==> src/rtl/fifo_pkg.sv <==
// Shared types and constants for the async FIFO write side and its write-port arbiter.
package fifo_pkg;

  localparam int unsigned FIFO_DW       = 8;
  localparam int unsigned FIFO_N        = 4;
  localparam int unsigned ARB_MAX_BURST = 8;

  typedef enum logic {
    IDLE  = 1'b0,
    GRANT = 1'b1
  } arb_state_t;

  // Ceiling log2, floored at 1 so that single-value fields stay legal vectors.
  function automatic int unsigned clog2_f(input int unsigned v);
    int unsigned r;
    r = 0;
    while ((r < 31) && ((32'd1 << r) < v)) begin
      r = r + 1;
    end
    return (r == 0) ? 32'd1 : r;
  endfunction

endpackage

==> src/rtl/fifo_wr_arbiter_rr_pick.sv <==
// Combinational round-robin picker: first requester at or after ptr, wrapping modulo N.
module rr_pick
  import fifo_pkg::*;
#(
  parameter  int unsigned N  = 4,
  localparam int unsigned IW = clog2_f(N)
) (
  input  logic [N-1:0]  req,
  input  logic [IW-1:0] ptr,
  output logic          valid,
  output logic [IW-1:0] idx
);

  localparam int unsigned W2 = 2 * N;

  logic [W2-1:0] req_dbl;
  logic [W2-1:0] mask;
  logic [W2-1:0] masked;
  logic          found;

  // Doubling the request vector turns the wrap into a plain lowest-set-bit search.
  always_comb begin
    req_dbl = {req, req};
    mask    = '0;
    for (int unsigned i = 0; i < W2; i++) begin
      mask[i] = (i >= 32'(ptr));
    end
    masked = req_dbl & mask;
    valid  = |req;
    idx    = '0;
    found  = 1'b0;
    for (int unsigned i = 0; i < W2; i++) begin
      if (!found && masked[i]) begin
        found = 1'b1;
        idx   = IW'((i >= N) ? (i - N) : i);
      end
    end
  end

endmodule

==> src/rtl/fifo_wr_arbiter.sv <==
// Round-robin, burst-atomic arbiter sharing the async FIFO write port among N requesters.
module fifo_wr_arbiter
  import fifo_pkg::*;
#(
  parameter  int unsigned N         = FIFO_N,
  parameter  int unsigned DW        = FIFO_DW,
  parameter  int unsigned MAX_BURST = ARB_MAX_BURST,
  localparam int unsigned IW        = clog2_f(N)
) (
  input  logic            clk,
  input  logic            reset,
  input  logic [N-1:0]    req,
  input  logic [N*DW-1:0] data,
  input  logic [N-1:0]    last,
  output logic [N-1:0]    ready,
  input  logic            full,
  output logic            w_en,
  output logic [DW-1:0]   w_data,
  output logic [IW-1:0]   grant_id,
  output logic            busy
);

  localparam int unsigned    CW       = clog2_f(MAX_BURST);
  localparam logic [CW-1:0]  CNT_LAST = CW'(MAX_BURST - 1);
  localparam logic [IW-1:0]  LAST_ID  = IW'(N - 1);

  arb_state_t    state_q, state_d;
  logic [IW-1:0] grant_id_q, grant_id_d;
  logic [CW-1:0] beat_cnt_q, beat_cnt_d;
  logic [IW-1:0] rr_ptr_q, rr_ptr_d;

  logic          req_g;
  logic          last_g;
  logic [DW-1:0] data_g;
  logic          pick_valid;
  logic [IW-1:0] pick_idx;
  logic          beat;

  rr_pick #(.N(N)) u_rr_pick (
    .req   (req),
    .ptr   (rr_ptr_q),
    .valid (pick_valid),
    .idx   (pick_idx)
  );

  // Select the current grantee's request, last marker and beat data.
  always_comb begin
    req_g  = 1'b0;
    last_g = 1'b0;
    data_g = '0;
    for (int unsigned i = 0; i < N; i++) begin
      if (grant_id_q == IW'(i)) begin
        req_g  = req[i];
        last_g = last[i];
        data_g = data[i*DW +: DW];
      end
    end
  end

  always_ff @(posedge clk or negedge reset) begin
    if (!reset) begin
      state_q    <= IDLE;
      grant_id_q <= '0;
      beat_cnt_q <= '0;
      rr_ptr_q   <= '0;
    end else begin
      state_q    <= state_d;
      grant_id_q <= grant_id_d;
      beat_cnt_q <= beat_cnt_d;
      rr_ptr_q   <= rr_ptr_d;
    end
  end

  // Next-state and beat handshake; the write happens in the same cycle as the accept.
  always_comb begin
    state_d    = state_q;
    grant_id_d = grant_id_q;
    beat_cnt_d = beat_cnt_q;
    rr_ptr_d   = rr_ptr_q;
    ready      = '0;
    beat       = 1'b0;
    case (state_q)
      IDLE: begin
        if (pick_valid) begin
          grant_id_d = pick_idx;
          beat_cnt_d = '0;
          state_d    = GRANT;
        end
      end
      GRANT: begin
        for (int unsigned i = 0; i < N; i++) begin
          ready[i] = (grant_id_q == IW'(i)) & ~full;
        end
        beat = req_g & ~full;
        if (beat) begin
          if (last_g || (beat_cnt_q == CNT_LAST)) begin
            state_d    = IDLE;
            beat_cnt_d = '0;
            rr_ptr_d   = (grant_id_q == LAST_ID) ? '0 : (grant_id_q + IW'(1));
          end else begin
            beat_cnt_d = beat_cnt_q + CW'(1);
          end
        end
      end
      default: state_d = IDLE;
    endcase
  end

  assign w_en     = beat;
  assign w_data   = data_g;
  assign grant_id = grant_id_q;
  assign busy     = (state_q == GRANT);

  a_ready_onehot: assert property (@(posedge clk) disable iff (!reset) $onehot0(ready));
  a_wen_in_grant: assert property (@(posedge clk) disable iff (!reset) w_en |-> busy);
  a_cnt_bounded:  assert property (@(posedge clk) disable iff (!reset) beat_cnt_q <= CNT_LAST);

endmodule
==> config.mk <==
export PLATFORM = sky130hd
export DESIGN_NAME = fifo_wr_arbiter
export DESIGN_NICKNAME = d
export VERILOG_FILES = /design/src/rtl/fifo_pkg.sv /design/src/rtl/fifo_wr_arbiter_rr_pick.sv /design/src/rtl/fifo_wr_arbiter.sv
export SDC_FILE = /design/constraint.sdc
export NUM_CORES = 1
export LEC_CHECK = 0
export CAP_MARGIN = 20
export CELL_PAD_IN_SITES_DETAIL_PLACEMENT = 1
export CELL_PAD_IN_SITES_GLOBAL_PLACEMENT = 2
export CORE_ASPECT_RATIO = 1.5
export CORE_MARGIN = 3
export CORE_UTILIZATION = 19
export DETAILED_ROUTE_END_ITERATION = 12
export PLACE_DENSITY = 0.88
export SYNTH_ARGS = -nofsm -noshare
export SYNTH_HDL_FRONTEND = slang
export SYNTH_SLANG_ARGS = --single-unit
==> constraint.sdc <==
create_clock -name clk -period 2.6 [get_ports clk]
set_input_delay 0.26 -clock clk [delete_from_list [all_inputs] [get_ports clk]]
set_output_delay 0.26 -clock clk [all_outputs]
set_load 0.02 [all_outputs]
# Yosys cells after proc, flatten, opt, wreduce, memory -nomap -nowiden
# Index checks and enable logic that the tools add are counted.
# word_totals
regBits,8
word_cells,80
out_inout_bits,16
# op_classes
n_reduce_logical,20
order_cmp,3
eq_ne,6
bitwise,8
muxes,37
n_addsub,2
# ops
cell,n
$mux W8,4
$mux W1,20
$mux W2,7
$mux W3,3
$and A8 B8 Y8,1
$logic_and A1 B1 Y1,7
$logic_not A1 Y1,7
$pmux W3 S2,1
$and A1 B1 Y1,5
$eq A2 B2 Y1 const B,2
$ge A1 B2 Y1 const A,2
$mux W4,1
$reduce_and A2 Y1,2
$reduce_or A4 Y1,1
$add A3 B1 Y3 const B,1
$eq A3 B3 Y1 const B,1
$reduce_and A3 Y1,1
$add A2 B1 Y2 const B,1
$eq A2 B1 Y1 const B,1
$ge A2 B2 Y1 const A,1
$logic_not A2 Y1,1
$ne A2 B1 Y1 const B,1
$ne A2 B2 Y1 const B,1
$not A1 Y1,2
2 further kinds,2

# Longest topological paths before layout
# Gate-level depths: netlist of the first run.
# logic_depth
ltp_word,24
depth_mapped,8

# Cells and area by module
# A second synthesis of the first run with hierarchy kept.
# unflattened
hier_cells,114
area_unflattened_um2,892.1
# by_module_without_submodules
mod,n_inst,area_per_inst_um2,seq_area_each_um2,cells_per_inst
fifo_wr_arbiter,1,818.3,200.2,102
rr_pick,1,73.8,0.0,12

# Worst setup path before layout of the first run
# No wires, ideal clock.
# synth_path
kind,register to output
from,register grant_id_q[1] (netlist: grant_id[1])
to,output w_data[3]
path_stages_with_launch,9
slack_ps,381
path_buffers,2
arrival_time_ps,1959
path_cell_list,dfrtp_1 -> inv_1 -> ha_1 -> buf_1 -> clkbuf_1 -> nand3b_1 -> a21oi_1 -> a21oi_1 -> o21ai_0
# synth_via
elab_chain_len,5
# synth_lines
element,line_no,text
"start, declared",fifo_wr_arbiter.sv:28,"logic [IW-1:0] grant_id_q, grant_id_d;"
"start signal, assigned",fifo_wr_arbiter.sv:68,grant_id_q <= grant_id_d;
$logic_not A2 Y1,fifo_wr_arbiter.sv:52,if (grant_id_q == IW'(i)) begin
$mux W8 (3 in series),fifo_wr_arbiter.sv:52,
$mux W8 (*),fifo_wr_arbiter.sv:52,
"end, declared",fifo_wr_arbiter.sv:18,"output logic [DW-1:0] w_data,"
# Mark *: on every way between the ends. The rest lies on a longest branch, timed or not.

# Final worst setup path of the first run
# layout_path
from,register grant_id_q[1] (netlist: grant_id[1])
to,output w_data[0]
# Same word-level chain as after synthesis.

==> impl_metrics.env, run 1 <==
export IMPL_core_sq_um=4390
export IMPL_ys_seq_area_share_pct=22.4
export IMPL_wirelength_um=3670
export IMPL_drive_gt1_share_pct=10.4
export IMPL_p_leak_nw=0.702
export IMPL_fin_setup_tns_ps=0
export IMPL_r2r_cells=7
export IMPL_power_density_nw_per_um2=1060
export IMPL_placed_area_sq_um=1540
export IMPL_syn2layout_area_growth_pct=82.6
export IMPL_layout_nets=224
export IMPL_cts_resized=4
export IMPL_setup_viol=0
export IMPL_grt_use_total_pct=13.7
export IMPL_fillCellCount=538
export IMPL_synth_distinct_cells=32
export IMPL_crit_path_start_kind="flip-flop"
export IMPL_postCtsHoldBufs=0
export IMPL_slew_headroom_pct=75.2
export IMPL_num_rows=29
export IMPL_grt_max_degree=22
export IMPL_hpwl_um=3050
export IMPL_p_switching_uw=811
export IMPL_outcome="finished clean"
export IMPL_place_inst=232
export IMPL_start_util_pct=20.3
export IMPL_cp_cell_sequence="inv_1 -> ha_4 -> nand3b_1 -> a21oi_1 -> a21oi_1 -> o21ai_0 -> clkdlybuf4s50_1"
export IMPL_layout_commonest_cell="clkdlybuf4s50_1"
export IMPL_fin_cells=235
export IMPL_worstPathArrival_ps=2170
export IMPL_cp_end_kind="primary output"
export IMPL_hold_class="in2async"
export IMPL_ant_nets=0
export IMPL_antenna_found_initial=0
export IMPL_critPathMaxStageDelay_ps=620
export IMPL_rsz0062_at_grt="false"
export IMPL_grt_pass1_vias=1203
export IMPL_final_cell_mix="clkdlybuf4s50_1, nand2_1, a21oi_1, nand3b_1, o21ai_0"
export IMPL_ios=59
export IMPL_finalHoldViolCount=0
export IMPL_syn_nets=165
export IMPL_cpMostUsedCell="a21oi_1"
export IMPL_vias_per_cell=4.60
export IMPL_maxCapViolCount=0
export IMPL_r2r_start="grant_id[0]"
export IMPL_cts_buffers=3
export IMPL_synth_area_sq_um=892
export IMPL_vdd_drop_max_uv=542
export IMPL_cp_slowest_cell="clkdlybuf4s50_1"
export IMPL_reg2reg_to="rr_ptr_q[1]"
export IMPL_first_pass_iters=2
export IMPL_root_buffer="clkbuf_8"
export IMPL_required_ps=2340
export IMPL_post_cts_buffers=0
export IMPL_antennaDiodeCount=0
export IMPL_combPwrFrac_pct=76.4
export IMPL_grt_overflow=0
export IMPL_insertion_delay_ps=230
export IMPL_clock_sinks=8
export IMPL_grt_pass1_wl_um=5690
export IMPL_numPortBuffers=58
export IMPL_pwr_share_seq_pct=15.2
export IMPL_fin_skew_ps=1.38
export IMPL_avgSynthCellArea_sq_um=7.69
export IMPL_dieHeight_um=89.9
export IMPL_final_core_util_pct=37.1
export IMPL_setup_slack_ps=166
export IMPL_synth_area_leaders="dfrtp_1, a21oi_1, ha_1, nand2_1, nand3b_1"
export IMPL_yosysTopAreaCell="dfrtp_1"
export IMPL_path_max_fanout=21
export IMPL_yosysTopAreaCellShare_pct=22.4
export IMPL_die_area_sq_um=5570
export IMPL_drc=0
export IMPL_fp_dieW_um=62.0
export IMPL_syn_inst=116
export IMPL_cts_buffer_depth=2
export IMPL_synth_seq_cells=8
export IMPL_r2r_slack_ps=480
export IMPL_clkSlewWorstSetupHoldPaths_ps=40
export IMPL_internal_power_uw=915
export IMPL_synth_warning_count=0
export IMPL_swShare_pct=47.0
export IMPL_layout_min_cycle_time_ps=2430
export IMPL_vias=1080
export IMPL_max_freq_mhz=411
export IMPL_post_route_period_util_pct=93.6
export IMPL_cts_tree="done"
export IMPL_fin_area_sq_um=1630
export IMPL_drt_initial_drc_count=30
export IMPL_finalMaxSlewViolations=0
export IMPL_place_congestion=0.788
export IMPL_dp_slack_ps=89.8
export IMPL_wl_per_cell_um=15.6
export IMPL_worst_pin_slew_ps=372
export IMPL_power_frac_clock_pct=8.4
export IMPL_htreeDepth=1
export IMPL_crit_type="reg2out"
through the flow:
stage          total power [mW]  hold WS, ps
5_1_grt                    1.90          319
2_1_floorplan              1.03        -35.6
3_3_place_gp               1.52          480
4_1_cts                    1.75          314
3_5_place_dp               1.58          509
6_report                   1.73          309
cell families (layout without fill, tap and decap cells):
family                   after synthesis  count (layout)  share of synthesized area, %
flip-flops                             8               8                          22.4
AND/OR/NAND/NOR                       44              44                          27.9
buffers and inverters                 12              69                          5.33
adder cells (fa/ha/maj)                6               6                          8.41
AO/OA/AOI/OAI                         38              38                          26.1
multiplexers                           8               8                          9.82
how the worst max path moves through the flow:
| stage | cells past startpoint | slack (ps) | from | to |
|---|---|---|---|---|
| after floorplan | 8 | 380 | grant_id[1] | w_data[3] |
| after CTS | 7 | 3 | grant_id[0] | w_data[5] |
| final | 7 | 170 | grant_id[1] | w_data[0] |
| after global placement | 6 | 230 | grant_id[0] | w_data[7] |
| after global routing | 7 | 20 | grant_id[1] | w_data[0] |
| after detailed placement | 7 | 90 | grant_id[1] | w_data[7] |
worst max-delay path: cells and delay by family, from the launching register on:
family          cells  cell delay, ps
flops               1             390
fa+ha+maj           1             250
buf+inv             2             750
simple gates        1             170
compound gates      3             380
cells in the mapped netlist:
cell and count:
and2_1 5, o21a_1 1, a21oi_1 19, mux2_1 3
dfrtp_1 8, nand3_1 1, a211oi_1 2, inv_1 5
nor4b_1 1, o311a_1 1, nand2_1 20, nand3b_1 9
mux2i_1 2, nor2_1 1, nor3b_1 1, buf_2 2
nor3_1 2, buf_1 1, clkbuf_1 4, o211ai_1 1
a21o_1 1, ha_1 6, o21ai_0 9, a221oi_2 1
or4_4 1, mux2_2 3, nor2b_4 1, and2b_2 1
a211o_1 1, o21ai_1 1, nand2b_1 1, a21oi_4 1
power groups by stage:
stage / clock network [mW] / registers [mW] / logic, mW
detailed placement: 0 / 0.257 / 1.32
floorplan: 0 / 0.263 / 0.765
finish: 0.145 / 0.262 / 1.32
global placement: 0 / 0.246 / 1.27
CTS: 0.153 / 0.260 / 1.34
global route: 0.162 / 0.275 / 1.46
routing by layer:
layer	global-route usage, %	routed length (um)	vias to the layer above
met5	0	0	-
met4	6.73	80	0
met3	2.29	254	8
met2	25.9	1990	50
met1	13.0	1350	495
li1	-	-	527
flip-flops by register name, summed over array words and instances (netlist names):
register and cells:
beat_cnt_q 3, busy 1, grant_id 2, rr_ptr_q 2
final cells by class:
cell class	count	area, sq um	share of cell area (%)
multi-input combinational	96	673	41.3
sequential	8	201	12.4
tap	62	77.6	4.76
inverter	5	18.8	1.15
timing repair buffer	61	617	37.9
clock buffer	3	41.3	2.53
No activity file was read; power rests on OpenSTA's default activity.
==> run 2: changes to the inputs <==
--- a/config.mk
+++ b/config.mk
@@ -9,7 +9,7 @@
 export CELL_PAD_IN_SITES_DETAIL_PLACEMENT = 1
 export CELL_PAD_IN_SITES_GLOBAL_PLACEMENT = 2
 export CORE_ASPECT_RATIO = 1.5
-export CORE_MARGIN = 3
+export CORE_MARGIN = 4
 export CORE_UTILIZATION = 19
 export DETAILED_ROUTE_END_ITERATION = 12
 export PLACE_DENSITY = 0.88
==> run 2 against run 1 <==
Sequential share of layout area fell by 0.085 points. Cell count grew 1.7%. Sequential power is 6% lower. Total power decreased by 0.72%. Clock-buffer cell count did not move. Maximum frequency is 1.4% lower. Wire length fell by 3.7%. Register-to-register slack is essentially flat. Largest cell class unchanged. Non-clock buffer count up 2. Worst hold slack better by 6.5 ps. Clock skew up 3.9 ps.
==> impl_metrics.env, run 2 (synthesis results as in run 1) <==
export IMPL_cts_buffers=3
export IMPL_dp_slack_ps=128
export IMPL_hpwl_um=2900
export IMPL_final_cell_mix="clkdlybuf4s50_1, nand2_1, a21oi_1, nand3b_1, o21ai_0"
export IMPL_vias_per_cell=4.51
export IMPL_first_pass_iters=4
export IMPL_place_inst=236
export IMPL_fin_skew_ps=5.25
export IMPL_drc=0
export IMPL_critPathLaunch="grant_id[1]"
export IMPL_place_congestion=0.764
export IMPL_insertion_delay_ps=220
export IMPL_htreeDepth=1
export IMPL_crit_family="buffers and inverters"
export IMPL_dieHeight_um=91.9
export IMPL_wl_per_cell_um=14.8
export IMPL_cp_end_kind="primary output"
export IMPL_top_layer_used="met4"
export IMPL_post_route_period_util_pct=94.9
export IMPL_dr_wl_met2_um=1950
export IMPL_crit_buf_inv=3
export IMPL_power_frac_clock_pct=8.4
export IMPL_path_max_fanout=11
export IMPL_max_freq_mhz=405
export IMPL_vdd_drop_max_uv=358
export IMPL_cts_buffer_depth=2
export IMPL_setup_slack_ps=133
export IMPL_postCtsHoldBufs=0
export IMPL_antennaDiodeCount=0
export IMPL_swShare_pct=46.6
export IMPL_internal_power_uw=916
export IMPL_required_ps=2340
export IMPL_layout_commonest_cell="clkdlybuf4s50_1"
export IMPL_p_total_mw=1.71
export IMPL_finalMaxSlewViolations=0
export IMPL_crit_type="reg2out"
export IMPL_power_density_nw_per_um2=1040
export IMPL_wl_met3_um=226
export IMPL_p_switching_uw=798
export IMPL_layout_min_cycle_time_ps=2470
export IMPL_ios=59
export IMPL_cp_cell_sequence="inv_1 -> ha_1 -> buf_4 -> nand2_1 -> o21ai_2 -> and2_1 -> clkdlybuf4s50_1"
export IMPL_outcome="finished clean"
export IMPL_grt_use_total_pct=11.9
export IMPL_ant_nets=0
export IMPL_r2r_start="grant_id[1]"
export IMPL_cp_slowest_cell="clkdlybuf4s50_1"
export IMPL_vias=1078
export IMPL_crit_path_start_kind="flip-flop"
export IMPL_pwr_share_seq_pct=14.4
export IMPL_setup_viol=0
export IMPL_clock_sinks=8
export IMPL_layout_nets=226
export IMPL_num_rows=30
export IMPL_cts_tree="done"
export IMPL_fin_setup_tns_ps=0
export IMPL_maxCapViolCount=0
export IMPL_hold_class="in2async"
export IMPL_p_leak_nw=0.730
export IMPL_regMostFlops="beat_cnt_q"
export IMPL_worst_pin_slew_ps=397
export IMPL_rsz0062_at_grt="false"
export IMPL_grt_overflow=0
export IMPL_numPortBuffers=58
export IMPL_fin_cells=239
export IMPL_wl_met1_um=1350
export IMPL_fp_dieW_um=64.0
export IMPL_start_util_pct=19.6
export IMPL_critPathMaxStageDelay_ps=600
export IMPL_drive_gt1_share_pct=10.9
export IMPL_worstPathArrival_ps=2210
export IMPL_core_sq_um=4540
export IMPL_grt_pass1_vias=1121
export IMPL_slew_headroom_pct=73.5
export IMPL_grt_max_degree=22
export IMPL_largest_reg_flops=3
export IMPL_antenna_found_initial=0
export IMPL_combPwrFrac_pct=77.2
export IMPL_drt_initial_drc_count=29
export IMPL_syn2layout_area_growth_pct=83.9
export IMPL_die_area_sq_um=5880
export IMPL_wirelength_um=3530
export IMPL_grt_pass1_wl_um=5460
export IMPL_clkSlewWorstSetupHoldPaths_ps=40
export IMPL_finalHoldViolCount=0
export IMPL_root_buffer="clkbuf_8"
run 2: changes by cell type in the layout (fill, tap and decap cells not counted):
| cell | previous run | this run |
|---|---|---|
| dlygate4sd2_1 | 1 | 0 |
| buf_4 | 3 | 5 |
| ha_1 | 4 | 5 |
| dlymetal6s2s_1 | 6 | 8 |
| ha_4 | 2 | 1 |
| clkdlybuf4s50_1 | 51 | 50 |
run 2: path summary, 6_finish.rpt:
| kind | to | slack (ps) | depth (start not counted) |
|---|---|---|---|
| setup / recovery | w_en | 130 | 7 |
| hold / removal | grant_id[1] | 320 | 1 |
| min in group clk | beat_cnt_q[1] | 510 | 1 |
| max in group asynchronous | grant_id[0] | 2000 | 1 |
| hold reg to reg | beat_cnt_q[1] | 510 | 1 |
| setup reg to reg | rr_ptr_q[1] | 490 | 7 |
run 2: through the flow:
stage	hold WS (ps)	utilization, %	instance area [sq um]
3_3_place_gp	490	34.4	1560
6_report	316	36.1	1640
5_1_grt	357	36.1	1640
4_1_cts	324	35.3	1610
2_1_floorplan	-35.6	-	892
3_5_place_dp	501	34.4	1560
run 2: metal layers:
metal | vias to the layer above | global-route usage, %
li1 | 532 | -
met1 | 502 | 12.1
met2 | 42 | 23.8
met3 | 2 | 2.21
met4 | 0 | 2.70
met5 | - | 0
run 2: repair_timing:
| item | in CTS | in global routing |
|---|---|---|
| setup buffers | 0 | 0 |
| endpoints found under the setup margin | 9 | 9 |
| resized for setup | 1 | 11 |
run 2: power groups by stage:
stage / clock [mW] / combinational (mW) / sequential [mW]
floorplan: 0 / 0.765 / 0.263
global placement: 0 / 1.33 / 0.237
detailed placement: 0 / 1.34 / 0.244
CTS: 0.151 / 1.35 / 0.242
global route: 0.157 / 1.45 / 0.254
finish: 0.144 / 1.32 / 0.247
run 2: cell type report:
cell class	count	area [sq um]
Fill cell	537	2900
Multi-Input combinational cell	96	661
Timing Repair Buffer	63	638
Sequential cell	8	201
Tap cell	64	80.1
Clock buffer	3	41.3
Inverter	5	18.8
==> run 3: changes to the inputs <==
--- a/config.mk
+++ b/config.mk
@@ -9,7 +9,7 @@
 export CELL_PAD_IN_SITES_DETAIL_PLACEMENT = 1
 export CELL_PAD_IN_SITES_GLOBAL_PLACEMENT = 2
 export CORE_ASPECT_RATIO = 1.5
-export CORE_MARGIN = 4
+export CORE_MARGIN = 5
 export CORE_UTILIZATION = 19
 export DETAILED_ROUTE_END_ITERATION = 12
 export PLACE_DENSITY = 0.88
==> run 3 against run 2 <==
Critical path depth down 1. Largest cell class unchanged. Critical endpoint unchanged. Global-route usage down 0.26 points. Combinational power about the same. Clock power about the same. Sequential power up 4%. Critical path type unchanged. Non-clock buffer count down 1.
==> impl_metrics.env, run 3 (synthesis results as in run 1) <==
export IMPL_cts_buffer_depth=2
export IMPL_path_max_fanout=6
export IMPL_finalMaxSlewViolations=0
export IMPL_core_sq_um=4540
export IMPL_cp_end_kind="primary output"
export IMPL_crit_type="reg2out"
export IMPL_dr_wl_met2_um=1920
export IMPL_setup_viol=0
export IMPL_root_buffer="clkbuf_8"
export IMPL_top_layer_used="met4"
export IMPL_hpwl_um=3030
export IMPL_maxCapViolCount=0
export IMPL_layout_commonest_cell="clkdlybuf4s50_1"
export IMPL_r2r_start="grant_id[0]"
export IMPL_first_pass_iters=4
export IMPL_clkSlewWorstSetupHoldPaths_ps=40
export IMPL_grt_max_degree=22
export IMPL_drc=0
export IMPL_vdd_drop_max_uv=377
export IMPL_final_cell_mix="clkdlybuf4s50_1, nand2_1, a21oi_1, nand3b_1, o21ai_0"
export IMPL_power_density_nw_per_um2=1070
export IMPL_finalHoldViolCount=0
export IMPL_numPortBuffers=58
export IMPL_clock_sinks=8
export IMPL_dieHeight_um=93.9
export IMPL_r2r_cells=7
export IMPL_placed_area_sq_um=1550
export IMPL_htreeDepth=1
export IMPL_wl_met1_um=1380
export IMPL_outcome="finished clean"
export IMPL_place_inst=235
export IMPL_fin_setup_tns_ps=0
export IMPL_fin_area_sq_um=1630
export IMPL_cp_endpoint="w_en"
export IMPL_worstPathArrival_ps=2240
export IMPL_antenna_found_initial=0
export IMPL_start_util_pct=19.6
export IMPL_layout_min_cycle_time_ps=2500
export IMPL_rsz0062_at_grt="false"
export IMPL_worst_pin_slew_ps=363
export IMPL_post_cts_buffers=0
export IMPL_grt_pass1_vias=1164
export IMPL_place_congestion=0.716
export IMPL_wl_per_cell_um=15.3
export IMPL_antennaDiodeCount=0
export IMPL_cts_tree="done"
export IMPL_largest_reg_flops=3
export IMPL_critPathLaunch="grant_id[0]"
export IMPL_die_area_sq_um=6190
export IMPL_ant_nets=0
export IMPL_p_leak_nw=0.675
export IMPL_syn2layout_area_growth_pct=82.9
export IMPL_num_rows=30
export IMPL_crit_path_start_kind="flip-flop"
export IMPL_grt_use_total_pct=11.6
export IMPL_required_ps=2340
export IMPL_vias_per_cell=4.52
export IMPL_wl_met3_um=274
export IMPL_grt_pass1_wl_um=5510
export IMPL_max_freq_mhz=400
export IMPL_vias=1075
export IMPL_post_route_period_util_pct=96.3
export IMPL_ios=59
export IMPL_drt_initial_drc_count=30
export IMPL_cts_buffers=3
export IMPL_insertion_delay_ps=220
export IMPL_reg2reg_to="rr_ptr_q[0]"
export IMPL_fin_cells=238
export IMPL_hold_class="in2async"
export IMPL_layout_nets=225
export IMPL_r2r_slack_ps=420
export IMPL_regMostFlops="beat_cnt_q"
export IMPL_drive_gt1_share_pct=10.3
export IMPL_fp_dieW_um=66.0
export IMPL_slew_headroom_pct=75.7
export IMPL_wirelength_um=3650
export IMPL_fin_skew_ps=0.0986
export IMPL_grt_overflow=0
## run 3: cell count changes in the layout (fill, tap and decap cells not counted), sizes merged
cell / delta
buf: -1
clkdlybuf4s50: +4
dlymetal6s2s: -4
## run 3: area by class of cell
| class | instances | area (sq um) |
|---|---|---|
| Multi-Input combinational cell | 96 | 669 |
| Inverter | 5 | 18.8 |
| Tap cell | 64 | 80.1 |
| Clock buffer | 3 | 41.3 |
| Timing Repair Buffer | 62 | 621 |
| Sequential cell | 8 | 201 |
| Fill cell | 549 | 2910 |
## run 3: timing repair
item	4_1_cts	5_1_grt
gates resized for setup	2	7
endpoints found under the setup margin	9	9
hold buffers	0	0
## run 3: per-layer routing
metal,track usage [%],up-vias
met5,0,-
li1,-,532
met1,11.5,487
met3,2.40,7
met2,22.8,49
met4,4.07,0
## run 3: power breakdown
group | switching (mW) | internal, mW | leakage (nW)
clock | 0.0429 | 0.0997 | 0.0216
sequential | 0.0737 | 0.185 | 0.0958
combinational | 0.680 | 0.658 | 0.558
## run 3: per-stage QoR
| stage | util, % | power (mW) | hold slack [ps] | worst slack [ps] |
|---|---|---|---|---|
| after CTS | 35.2 | 1.74 | 320 | 48.4 |
| after floorplan | - | 1.03 | -35.6 | 381 |
| after global placement | 34.2 | 1.56 | 486 | 204 |
| after detailed placement | 34.2 | 1.58 | 495 | 125 |
| final | 35.9 | 1.74 | 313 | 96.9 |
| after global routing | 35.9 | 1.89 | 328 | 8.33 |
## run 3: how the worst min path moves through the flow
stage                               end     startpoint  depth (start not counted)
final                     beat_cnt_q[2]          reset                          1
after global routing        rr_ptr_q[0]          reset                          1
after CTS                   rr_ptr_q[0]          reset                          1
after detailed placement  beat_cnt_q[1]  beat_cnt_q[1]                          1
after global placement    beat_cnt_q[1]  beat_cnt_q[1]                          1
after floorplan           beat_cnt_q[0]          reset                          0
## run 3: worst max-delay path, cell delays in order (launching register included)
cell and delay, ps:
dfrtp_2 440, inv_1 150, ha_1 210, inv_1 50, o311a_1 420, and2_1 200, clkdlybuf4s50_1 540
